**src/rtl/branch_predict_track.sv**
```systemverilog
// Branch metadata tracker: carries local-predictor state from Fetch through
// Decode to Execute, resolves each branch once in E, and produces the
// predictor training strobe, mispredict redirect and performance counters.
module branch_predict_track #(
    parameter int PHT_INDEX_BITS = 7,
    parameter int BHT_INDEX_BITS = 3,
    parameter int CNT_BITS       = 32
) (
    input  logic                      clk,
    input  logic                      rst,
    input  logic                      validF,
    input  logic [31:0]               pcF,
    input  logic                      predict_takeF,
    input  logic [BHT_INDEX_BITS-1:0] pc_hashingF,
    input  logic [PHT_INDEX_BITS-1:0] PHT_indexF,
    input  logic                      stallD,
    input  logic                      flushD,
    input  logic                      stallE,
    input  logic                      flushE,
    input  logic                      is_branchD,
    input  logic [31:0]               branch_targetD,
    input  logic                      branch_takenE,
    output logic                      branchE,
    output logic [BHT_INDEX_BITS-1:0] BHT_indexE,
    output logic [PHT_INDEX_BITS-1:0] PHT_indexE,
    output logic                      actually_takenE,
    output logic                      predict_resultE,
    output logic                      mispredictE,
    output logic [31:0]               redirect_pcE,
    output logic                      pred_redirectD,
    output logic [CNT_BITS-1:0]       branch_cnt,
    output logic [CNT_BITS-1:0]       mispredict_cnt
);

    logic                      vldD_q;
    logic [31:0]               pcD_q;
    logic                      predD_q;
    logic [BHT_INDEX_BITS-1:0] bhtD_q;
    logic [PHT_INDEX_BITS-1:0] phtD_q;

    logic                      vldE_q;
    logic                      brE_q;
    logic [31:0]               pcE_q;
    logic                      predE_q;
    logic [BHT_INDEX_BITS-1:0] bhtE_q;
    logic [PHT_INDEX_BITS-1:0] phtE_q;
    logic [31:0]               targetE_q;

    logic                      done_q, done_d;
    logic [CNT_BITS-1:0]       branchCnt_q, branchCnt_d;
    logic [CNT_BITS-1:0]       mispredictCnt_q, mispredictCnt_d;

    logic                      fire;

    // Decode stage register: flush clears, stall holds, otherwise capture fetch
    always_ff @(posedge clk or negedge rst) begin
        if (!rst) begin
            vldD_q  <= 1'b0;
            pcD_q   <= '0;
            predD_q <= 1'b0;
            bhtD_q  <= '0;
            phtD_q  <= '0;
        end else if (flushD) begin
            vldD_q  <= 1'b0;
        end else if (!stallD) begin
            vldD_q  <= validF;
            pcD_q   <= pcF;
            predD_q <= predict_takeF;
            bhtD_q  <= pc_hashingF;
            phtD_q  <= PHT_indexF;
        end
    end

    // Execute stage register: a D entry being flushed this cycle enters E invalid
    always_ff @(posedge clk or negedge rst) begin
        if (!rst) begin
            vldE_q    <= 1'b0;
            brE_q     <= 1'b0;
            pcE_q     <= '0;
            predE_q   <= 1'b0;
            bhtE_q    <= '0;
            phtE_q    <= '0;
            targetE_q <= '0;
        end else if (flushE) begin
            vldE_q    <= 1'b0;
        end else if (!stallE) begin
            vldE_q    <= vldD_q & ~flushD;
            brE_q     <= vldD_q & is_branchD;
            pcE_q     <= pcD_q;
            predE_q   <= predD_q;
            bhtE_q    <= bhtD_q;
            phtE_q    <= phtD_q;
            targetE_q <= branch_targetD;
        end
    end

    // Resolution outputs; everything is forced to zero unless a branch resolves now
    always_comb begin
        fire            = vldE_q & brE_q & ~done_q;
        branchE         = fire;
        mispredictE     = fire & (predE_q != branch_takenE);
        actually_takenE = fire & branch_takenE;
        predict_resultE = fire & branch_takenE;
        BHT_indexE      = fire ? bhtE_q : '0;
        PHT_indexE      = fire ? phtE_q : '0;
        redirect_pcE    = '0;
        if (mispredictE) begin
            redirect_pcE = branch_takenE ? targetE_q : (pcE_q + 32'd8);
        end
        pred_redirectD  = vldD_q & is_branchD & predD_q & ~stallD & ~flushD;
    end

    // Done flag keeps a stalled E branch from training twice; counters saturate
    always_comb begin
        done_d = done_q;
        if (flushE || !stallE) begin
            done_d = 1'b0;
        end else if (fire) begin
            done_d = 1'b1;
        end
        branchCnt_d     = branchCnt_q;
        mispredictCnt_d = mispredictCnt_q;
        if (branchE && (branchCnt_q != '1)) begin
            branchCnt_d = branchCnt_q + CNT_BITS'(1);
        end
        if (mispredictE && (mispredictCnt_q != '1)) begin
            mispredictCnt_d = mispredictCnt_q + CNT_BITS'(1);
        end
    end

    // Done flag and performance counter registers
    always_ff @(posedge clk or negedge rst) begin
        if (!rst) begin
            done_q          <= 1'b0;
            branchCnt_q     <= '0;
            mispredictCnt_q <= '0;
        end else begin
            done_q          <= done_d;
            branchCnt_q     <= branchCnt_d;
            mispredictCnt_q <= mispredictCnt_d;
        end
    end

    assign branch_cnt     = branchCnt_q;
    assign mispredict_cnt = mispredictCnt_q;

endmodule

```
**config.mk**
```make
export PLATFORM = sky130hd
export DESIGN_NAME = branch_predict_track
export DESIGN_NICKNAME = d
export VERILOG_FILES = /design/src/rtl/branch_predict_track.sv
export SDC_FILE = /design/constraint.sdc
export NUM_CORES = 1
export LEC_CHECK = 0
export BUFFER_PORTS_ARGS = -buffer_cell sky130_fd_sc_hd__buf_4
export CORE_MARGIN = 1.5
export CORE_UTILIZATION = 55
export CTS_BUF_LIST = sky130_fd_sc_hd__clkbuf_8
export CTS_CLUSTER_DIAMETER = 100
export DETAILED_ROUTE_END_ITERATION = 10
export PLACE_DENSITY_LB_ADDON = 0.05
export SYNTH_ARGS = -nofsm -noshare
export SYNTH_HDL_FRONTEND = slang
export SYNTH_SLANG_ARGS = --single-unit
```
**constraint.sdc**
```tcl
create_clock -name clk -period 2.4 [get_ports clk]
set_input_delay 0.48 -clock clk [delete_from_list [all_inputs] [get_ports clk]]
set_output_delay 0.48 -clock clk [all_outputs]
set_load 0.02 [all_outputs]
```
After elaboration in Yosys (flattened, before gate mapping)
Index checks and enable logic that the tools add are counted.
{"block": "totals", "out_inout_bits": 111, "word_cells": 54, "reg_bits": 186}
{"block": "op_classes", "n_addsub": 3, "reduce_logical": 7, "n_bitwise": 14, "muxes": 10, "n_eq_ne": 5}
{"cell": "adder 32 x 1 -> 32 bit (second input constant)", "n": 2}
{"cell": "two-way mux 32 bit", "n": 2}
{"cell": "!= test 32 bit (second input constant)", "n": 2}
{"cell": "adder 32 x 4 -> 32 bit (second input constant)", "n": 1}
{"cell": "AND 1 bit", "n": 9}
{"cell": "two-way mux 7 bit", "n": 1}
{"cell": "two-way mux 1 bit", "n": 6}
{"cell": "NOT 1 bit", "n": 5}
{"cell": "!= test 2 x 1 -> 1 bit (second input constant)", "n": 2}
{"cell": "AND reduction 2 bit", "n": 2}
{"cell": "two-way mux 3 bit", "n": 1}
{"cell": "logical AND 1 bit", "n": 2}
{"cell": "nonzero test 2 bit", "n": 1}
{"cell": "zero test 1 bit", "n": 1}
{"cell": "logical OR 1 bit", "n": 1}
{"cell": "!= test 1 bit", "n": 1}

Logic depth before layout (Yosys ltp)
Gate-level depths: netlist of run 1.
{"block": "depth", "word_depth": 4, "mapped_depth": 8, "ltp_nobuf": 7}

Worst setup path before layout of run 1
No wires, ideal clock.
{"block": "synth_timing", "path_type": "in2out", "start": "input branch_takenE", "end": "output redirect_pcE[23]", "path_slack_ns": -0.154, "arrival_time_ns": 2.074, "path_buffers": 3, "path_stages": 8, "required_ns": 1.920, "cell_sequence": "buf_2 xnor2_1 nand2b_1 clkbuf_1 inv_1 clkbuf_1 o21ai_0 a21oi_1"}
{"block": "synth_between", "elab_chain_cells": 3, "elab_cells_between_ends": 4}
{"element": "start, declared", "line_no": "22", "rtl": "input logic branch_takenE,"}
{"element": "!= test 1 bit", "line_no": "101", "rtl": "mispredictE = fire & (predE_q != branch_takenE);"}
{"element": "AND 1 bit", "line_no": "101"}
{"element": "net mispredictE", "line_no": "28", "rtl": "output logic mispredictE,"}
{"element": "two-way mux 32 bit", "line_no": "107", "rtl": "if (mispredictE) begin"}
{"element": "end, declared", "line_no": "29", "rtl": "output logic [31:0] redirect_pcE,"}
The timed path passes the listed nets, and every way through them passes these cells.

Worst setup path after layout of run 1
{"block": "layout_timing", "start": "register pcE_q[14]", "end": "output redirect_pcE[30]"}
{"block": "layout_between", "elab_chain_cells": 3}
{"element": "start, declared", "line_no": "43", "rtl": "logic [31:0] pcE_q;"}
{"element": "start signal, assigned", "line_no": "89", "rtl": "pcE_q <= pcD_q;"}
{"element": "adder 32 x 4 -> 32 bit", "line_no": "108", "rtl": "redirect_pcE = branch_takenE ? targetE_q : (pcE_q + 32'd8);"}
{"element": "two-way mux 32 bit", "line_no": "108"}
{"element": "two-way mux 32 bit", "line_no": "107"}
Every way passes these cells.

==> reports/metrics.yaml, run 1 <==
global_route:
  grt_pass1_wl_mm: 32.8
  grt_util_all_layers_pct: 25.5
  use_met1_pct: 32.7
  antenna_found_initial: 0
  grt_start_max_net_pins: 55
  gr-max-usage-layer: "met2"
  number_of_global_route_vias_before_repair: 6567
  grt.met3_usage_pct: 7.65
  global_route.usage.met2_pct: 42.2
  overflow: 0
synth:
  synth_area_mm2: 0.00868
  synth.yosys.seq_area_share_pct: 53.6
  netlist_top_cells_area: "dfrtp_1, mux2_2, xnor2_1, xor2_1, nand3_1"
  netlist.top_cell.by_area: "dfrtp_1"
  yosys.cell_types.count: 45
  netlist_instances: 729
  synth_fp_nets: 816
  synth_commonest_cells: "dfrtp_1, mux2_2, xnor2_1"
  synth_enable_flop_cells: 0
  postSynth.asyncResetShare_pct: 100
  synth-seq-cells: 186
  syn_avg_cell_area_um2: 11.9
  synthMostInstantiatedCell: "dfrtp_1"
  top_area_cell_type_share_of_the_netlist_area_pct: 53.6
  yosys_warnings: 0
  synth_top_flop_cell: "dfrtp_1"
run:
  maxCapViolations: 0
timing:
  finalCriticalPeriod_ps: 2930
  worst_slew_margin_rel_pct: 62.9
  final-hold-violation-count: 0
  final.period_utilization_pct: 122
  grt_setup_unrepaired: "yes"
  setup-violations-final: 24
  finClkSkew_ps: 11.6
  slew_viol_final: 0
  final.setup.worst_slack_ps: -532
  tightestPinTransition_ps: 551
  maxClockFrequency_ghz: 0.341
worst_setup_path:
  critical_path.max_fanout: 8
  timing.critical_path.required_ps: 1920
  worst_path_most_repeated_cell: "buf_4"
  crit_path_end_kind: "primary output"
  crit_path_max_incr_delay_ps: 610
  cp_cell_sequence: "nand4_2, or4_4, buf_4, nor4_4, xnor2_1, a21oi_2, buf_4"
  critical_path_data_arrival_time_ps: 2450
  critical_path_class: "register to primary output"
  critical_path.top_delay_family: "simple AND/OR/NAND/NOR gates"
  cp.buffers_inverters: 2
  slowest_stage: "or4_4"
  start_kind: "register"
cts:
  htreeDepth: 4
  cts_buf_count: 17
  worst_skew_late_latency_ps: 480
  tritoncts: "built"
  longest_clk_path_bufs: 2
  worst_setup_hold_path_clk_slew_ps: 100
  clk_root_buffer_cell: "clkbuf_8"
  cts_sinks: 186
routing:
  vias: 6668
  drtIter0Drc: 536
  detail_route.vias_per_cell: 5.57
  drt-wirelength-per-cell_um: 17.7
  drc_errors: 0
  drt_pre_antenna_iters: 5
  antenna_violating_nets_post_route: 0
  routed_wl_mm: 21.2
floorplanning:
  floorplan.die_area_mm2: 0.0165
  io_pins: 195
  initial_utilization_pct: 56.7
  die-width_um: 129
  floorplan.core_area_mm2: 0.0153
  die-height_um: 129
  core.rowCount: 45
final_layout:
  final_net_count: 1060
  finish.cell_count_without_fillers: 1197
  postLayoutCoreUtil_pct: 75.3
  multi_input_comb_area_mm2: 0.00410
  num_antenna_cells: 0
  fillerInstances: 1042
  combined_flip_flop_and_latch_cell_area_mm2: 0.00466
  area_added_between_synthesis_and_finish_pct: 32.9
  postLayoutCellArea_mm2: 0.0115
  drive_gt1_share_pct: 46.3
power_and_ir_drop:
  worst_ir_drop_vdd_mv: 0.583
  static-leakage-power_nw: 5.33
  power_density_mw_per_mm2: 604
place:
  gp_congestion: 0.845
  hpwl_mm: 14.0
  dp_cells: 1135
  port_buffers: 194
  dp_worst_setup_slack_ps: 21.2
  placed_cell_area_mm2: 0.0106
run_status:
  failing_checks: "setup timing"
  run_status: "complete, but fails checks"
min_path:
  worstHoldPathType: "input port to register"
worst paths after layout:
kind | from | depth (start not counted) | slack, ps | to
min in group asynchronous | rst | 2 | 510 | mispredict_cnt[24]$_DFFE_PN0P_
max in group asynchronous | rst | 3 | 1210 | pcE_q[5]$_DFFE_PN0P_
min | flushD | 2 | 180 | vldD_q$_DFFE_PN0P_
max reg2reg | branch_cnt[1]$_DFFE_PN0P_ | 6 | 150 | branch_cnt[23]$_DFFE_PN0P_
max | pcE_q[14]$_DFFE_PN0P_ | 7 | -530 | redirect_pcE[30]
min reg2reg | pcD_q[15]$_DFFE_PN0P_ | 2 | 490 | pcE_q[15]$_DFFE_PN0P_
layer usage:
| layer | up-vias | part of all wire (%) | routed length [um] |
|---|---|---|---|
| met3 | 23 | 7.2 | 1520 |
| met1 | 3338 | 42 | 8910 |
| met4 | 0 | 1.3 | 285 |
| met5 | - | 0 | 0 |
| li1 | 3077 | - | - |
| met2 | 230 | 49 | 10500 |
repair_timing:
action                                 in CTS  in global routing
pin swaps                                  26                 13
resized for setup                          44                 21
gates cloned                                1                  0
hold buffers                                1                  0
setup endpoints to repair                  24                 26
buffers inserted                           19                 10
endpoints found under the hold margin      46                  0
layout by cell type (no fill, tap or decap), types with 3 or more instances in the layout:
master | Yosys | routed
buf_4 | 1 | 230
dfrtp_1 | 186 | 184
mux2_2 | 114 | 114
xnor2_1 | 63 | 62
nand2_1 | 42 | 41
nand3_1 | 36 | 35
nor2_1 | 34 | 28
nand4_1 | 28 | 28
o21ai_0 | 24 | 24
xor2_1 | 23 | 23
a21oi_1 | 31 | 21
clkbuf_8 | 0 | 18
buf_6 | 1 | 15
and2_1 | 14 | 14
a21oi_2 | 1 | 11
inv_1 | 12 | 10
mux2i_1 | 10 | 10
nor3_1 | 12 | 10
and4_1 | 11 | 9
and3_1 | 9 | 9
buf_12 | 0 | 8
nor4_4 | 2 | 7
nor3_4 | 0 | 6
nor2_4 | 0 | 6
nor4_1 | 11 | 6
clkinv_2 | 0 | 6
nand4_2 | 3 | 3
nor3_2 | 7 | 3
nor4_2 | 3 | 3
clkinv_4 | 0 | 3
through the flow:
stage / power [W] / setup TNS [ps] / hold WS [ps]
finish: 0.00697 / -6510 / 181
global route: 0.00725 / -8980 / 172
CTS: 0.00693 / -5570 / 154
global placement: 0.00473 / 0 / 454
floorplan: 0.00435 / 0 / 184
detailed placement: 0.00479 / 0 / 453
flip-flops by register name (all words and copies together), names as in the netlist:
| signal | cells |
|---|---|
| branch_cnt | 32 |
| bhtE_q | 3 |
| vldE_q | 1 |
| mispredict_cnt | 32 |
| pcE_q | 32 |
| phtD_q | 7 |
| predE_q | 1 |
| predD_q | 1 |
| brE_q | 1 |
| targetE_q | 32 |
| pcD_q | 32 |
| phtE_q | 7 |
| done_q | 1 |
| bhtD_q | 3 |
| vldD_q | 1 |
kinds of logic after synthesis:
group	share of synthesized area [%]
simple gates	14.7
flops	53.6
mux	16.1
xor+xnor	8.68
compound gates	4.47
buf+inv	2.05
fa+ha+maj	0.432
worst reg2reg max path, cell delays in order, from the launching register on:
cell,delay [ps]
dfrtp_1,450
ha_1,250
and3_1,210
and4_1,310
a2111oi_4,580
nand4_1,180
xnor2_1,150
power breakdown:
| group | internal (W) | switching [W] |
|---|---|---|
| sequential | 0.00350 | 0.000257 |
| clock | 0.000854 | 0.00117 |
| combinational | 0.000684 | 0.000510 |
| total | 0.00503 | 0.00194 |
final cells by class:
cell class	instances	share of cell area [%]
multi-input combinational	500	35.5
sequential	186	40.4
inverter	13	0.445
timing repair buffer	255	18.1
tap	211	2.29
clock inverter	14	1.06
clock buffer	18	2.15
No activity file was read; power rests on OpenSTA's default activity.
==> run 2, diff against run 1 <==
==> constraint.sdc (replaced) <==
create_clock -name clk -period 2.4 [get_ports clk]
set_input_delay 0.48 -clock clk [delete_from_list [all_inputs] [get_ports clk]]
set_output_delay 0.48 -clock clk [all_outputs]
set_load 0.005 [all_outputs]
==> run 2 against run 1 <==
  * The flow still finishes with violations (setup timing)
  * Combinational power barely moved
  * Clock skew rose by 4.8 ps
  * Total power fell by 0.48%
  * Via count is 0.24% lower
  * Sequential share of layout area increased by 0.26 points
  * Critical path type unchanged
==> reports/metrics.yaml, run 2 (same netlist as run 1, synthesis figures left out) <==
final_layout:
  num_antenna_cells: 0  # unchanged
  final_net_count: 1053  # -0.66%
  top_library_cells_by_usage_in_the_layout_fill_and_taps_aside: "buf_4, dfrtp_1, mux2_2, xnor2_1, nand2_1"
  drive_gt1_share_pct: 45.3  # -1.1 points
  postLayoutCoreUtil_pct: 74.8  # -0.49 points
  postLayoutCellArea_mm2: 0.0115  # -0.65%
  area_added_between_synthesis_and_finish_pct: 32.0
  layout.cells.most_common: "buf_4"
run_status:
  run_status: "complete, but fails checks"
  failing_checks: "setup timing"
global_route:
  number_of_global_route_vias_before_repair: 6749  # +2.8%
  grt_start_max_net_pins: 84  # +53%
  grt_util_all_layers_pct: 26.4  # +0.98 points
  overflow: 0  # unchanged
  antenna_found_initial: 0  # unchanged
  grt_pass1_wl_mm: 34.1  # +4.0%
run:
  maxCapViolations: 0  # unchanged
routing:
  vias: 6652  # -0.24%
  routed_wl_mm: 21.5  # +1.5%
  antenna_violating_nets_post_route: 0  # unchanged
  drt-wirelength-per-cell_um: 18.1  # +2.1%
  drtIter0Drc: 386  # -28%
  drc_errors: 0  # unchanged
  detail_route.vias_per_cell: 5.59  # +0.35%
  drt_pre_antenna_iters: 4  # -1
place:
  placed_cell_area_mm2: 0.0107  # +0.42%
  port_buffers: 194  # unchanged
  gp_congestion: 0.863  # +2.0%
  hpwl_mm: 15.0  # +6.6%
timing:
  slew_viol_final: 0  # unchanged
  grt_setup_unrepaired: "yes"
  final.setup.worst_slack_ps: -395  # +137 ps
  tightestPinTransition_ps: 612  # +61.6 ps
  fin_tns_setup_ps: -5130  # +1380 ps
  final.period_utilization_pct: 116  # -5.7 points
  whs_ps: 193  # +12.0 ps
  finClkSkew_ps: 16.4  # +4.78 ps
  setup-violations-final: 20  # -17%
  finalCriticalPeriod_ps: 2800  # -137 ps
  final-hold-violation-count: 0  # unchanged
  worst_slew_margin_rel_pct: 59.1  # -3.9 points
  maxClockFrequency_ghz: 0.358  # +4.9%
worst_setup_path:
  rr_startpoint: "branch_cnt[1]$_DFFE_PN0P_"
  timing.critical_path.required_ps: 1920  # about the same
  worst-r2r-cell-count: 6  # unchanged
  start_kind: "register"
  r2r_end: "branch_cnt[23]$_DFFE_PN0P_"
  crit_path_end_kind: "primary output"
  crit_end: "redirect_pcE[26]"
  critical_path_data_arrival_time_ps: 2320  # -130 ps
  setup_crit_start: "pcE_q[16]$_DFFE_PN0P_"
  critical_path_class: "register to primary output"
  register_to_register_setup_slack_ps: 200  # +50 ps
  critical_path.max_fanout: 8  # unchanged
power_and_ir_drop:
  power_density_mw_per_mm2: 605  # +0.17%
  total_power_w: 0.00694  # -0.48%
  static-leakage-power_nw: 5.29  # -0.87%
  worst_ir_drop_vdd_mv: 0.448  # -23%
floorplanning:
  core.rowCount: 45  # unchanged
  floorplan.core_area_mm2: 0.0153  # unchanged
  io_pins: 195  # unchanged
  initial_utilization_pct: 56.7  # unchanged
  floorplan.die_area_mm2: 0.0165  # unchanged
  die-width_um: 129  # unchanged
  die-height_um: 129  # unchanged
cts:
  worst_setup_hold_path_clk_slew_ps: 90  # about the same
  htreeDepth: 4  # unchanged
  clk_root_buffer_cell: "clkbuf_8"
  cts_sinks: 186  # unchanged
  tritoncts: "built"
  longest_clk_path_bufs: 2  # unchanged
  cts_buf_count: 17  # unchanged
  worst_skew_late_latency_ps: 470  # about the same
min_path:
  worstHoldPathType: "input port to register"
run 2: worst max-delay path, cell delays in order (launching register included):
cell and delay [ps]:
dfrtp_1 420, nand2_2 90, or4_4 600, buf_12 190, nor4_4 150, xnor2_1 110, a21oi_2 160, buf_4 130
run 2: timing repair:
action	CTS	global route
buffers inserted	11	6
hold endpoints to repair	44	0
hold buffers	1	0
gates cloned	1	1
pin swaps	22	24
endpoints found under the setup margin	23	25
resized for setup	23	28
run 2: metrics by stage:
step / std cells / setup WS, ps
after global placement: 1138 / 102
after detailed placement: 1138 / 39.3
after global routing: 1190 / -509
final: 1190 / -395
after floorplan: 729 / 211
after CTS: 1183 / -383
run 2: worst min-delay path by stage:
| stage | from | endpoint | slack [ps] | cells past startpoint |
|---|---|---|---|---|
| after floorplan | rst | bhtD_q[0]$_DFFE_PN0P_ | 180 | 0 |
| after global placement | rst | mispredict_cnt[26]$_DFFE_PN0P_ | 440 | 1 |
| after detailed placement | rst | mispredict_cnt[26]$_DFFE_PN0P_ | 440 | 1 |
| after CTS | flushD | vldD_q$_DFFE_PN0P_ | 180 | 2 |
| after global routing | flushD | vldD_q$_DFFE_PN0P_ | 170 | 2 |
| final | flushD | vldD_q$_DFFE_PN0P_ | 190 | 2 |
run 2: per-layer routing:
metal | vias to the layer above | part of all wire (%) | track usage [%]
met5 | - | 0 | 0
met4 | 0 | 1.8 | 8.59
met3 | 29 | 6.8 | 6.03
met2 | 224 | 50 | 44.5
met1 | 3331 | 41 | 34.2
li1 | 3068 | - | -
run 2: cell type report:
cell class	count	area (um2)
Tap cell	211	264
Fill cell	1085	3850
Sequential cell	186	4660
Timing Repair Buffer	247	2020
Clock inverter	14	124
Clock buffer	18	248
Inverter	13	48.8
Multi-Input combinational cell	501	4100
run 2: where the power goes:
part / switching, W / leakage [nW] / total (W) / internal (W)
sequential: 0.000266 / 2.33 / 0.00376 / 0.00350
combinational: 0.000518 / 2.76 / 0.00119 / 0.000674
clock: 0.00113 / 0.192 / 0.00198 / 0.000852
total: 0.00191 / 5.29 / 0.00694 / 0.00502
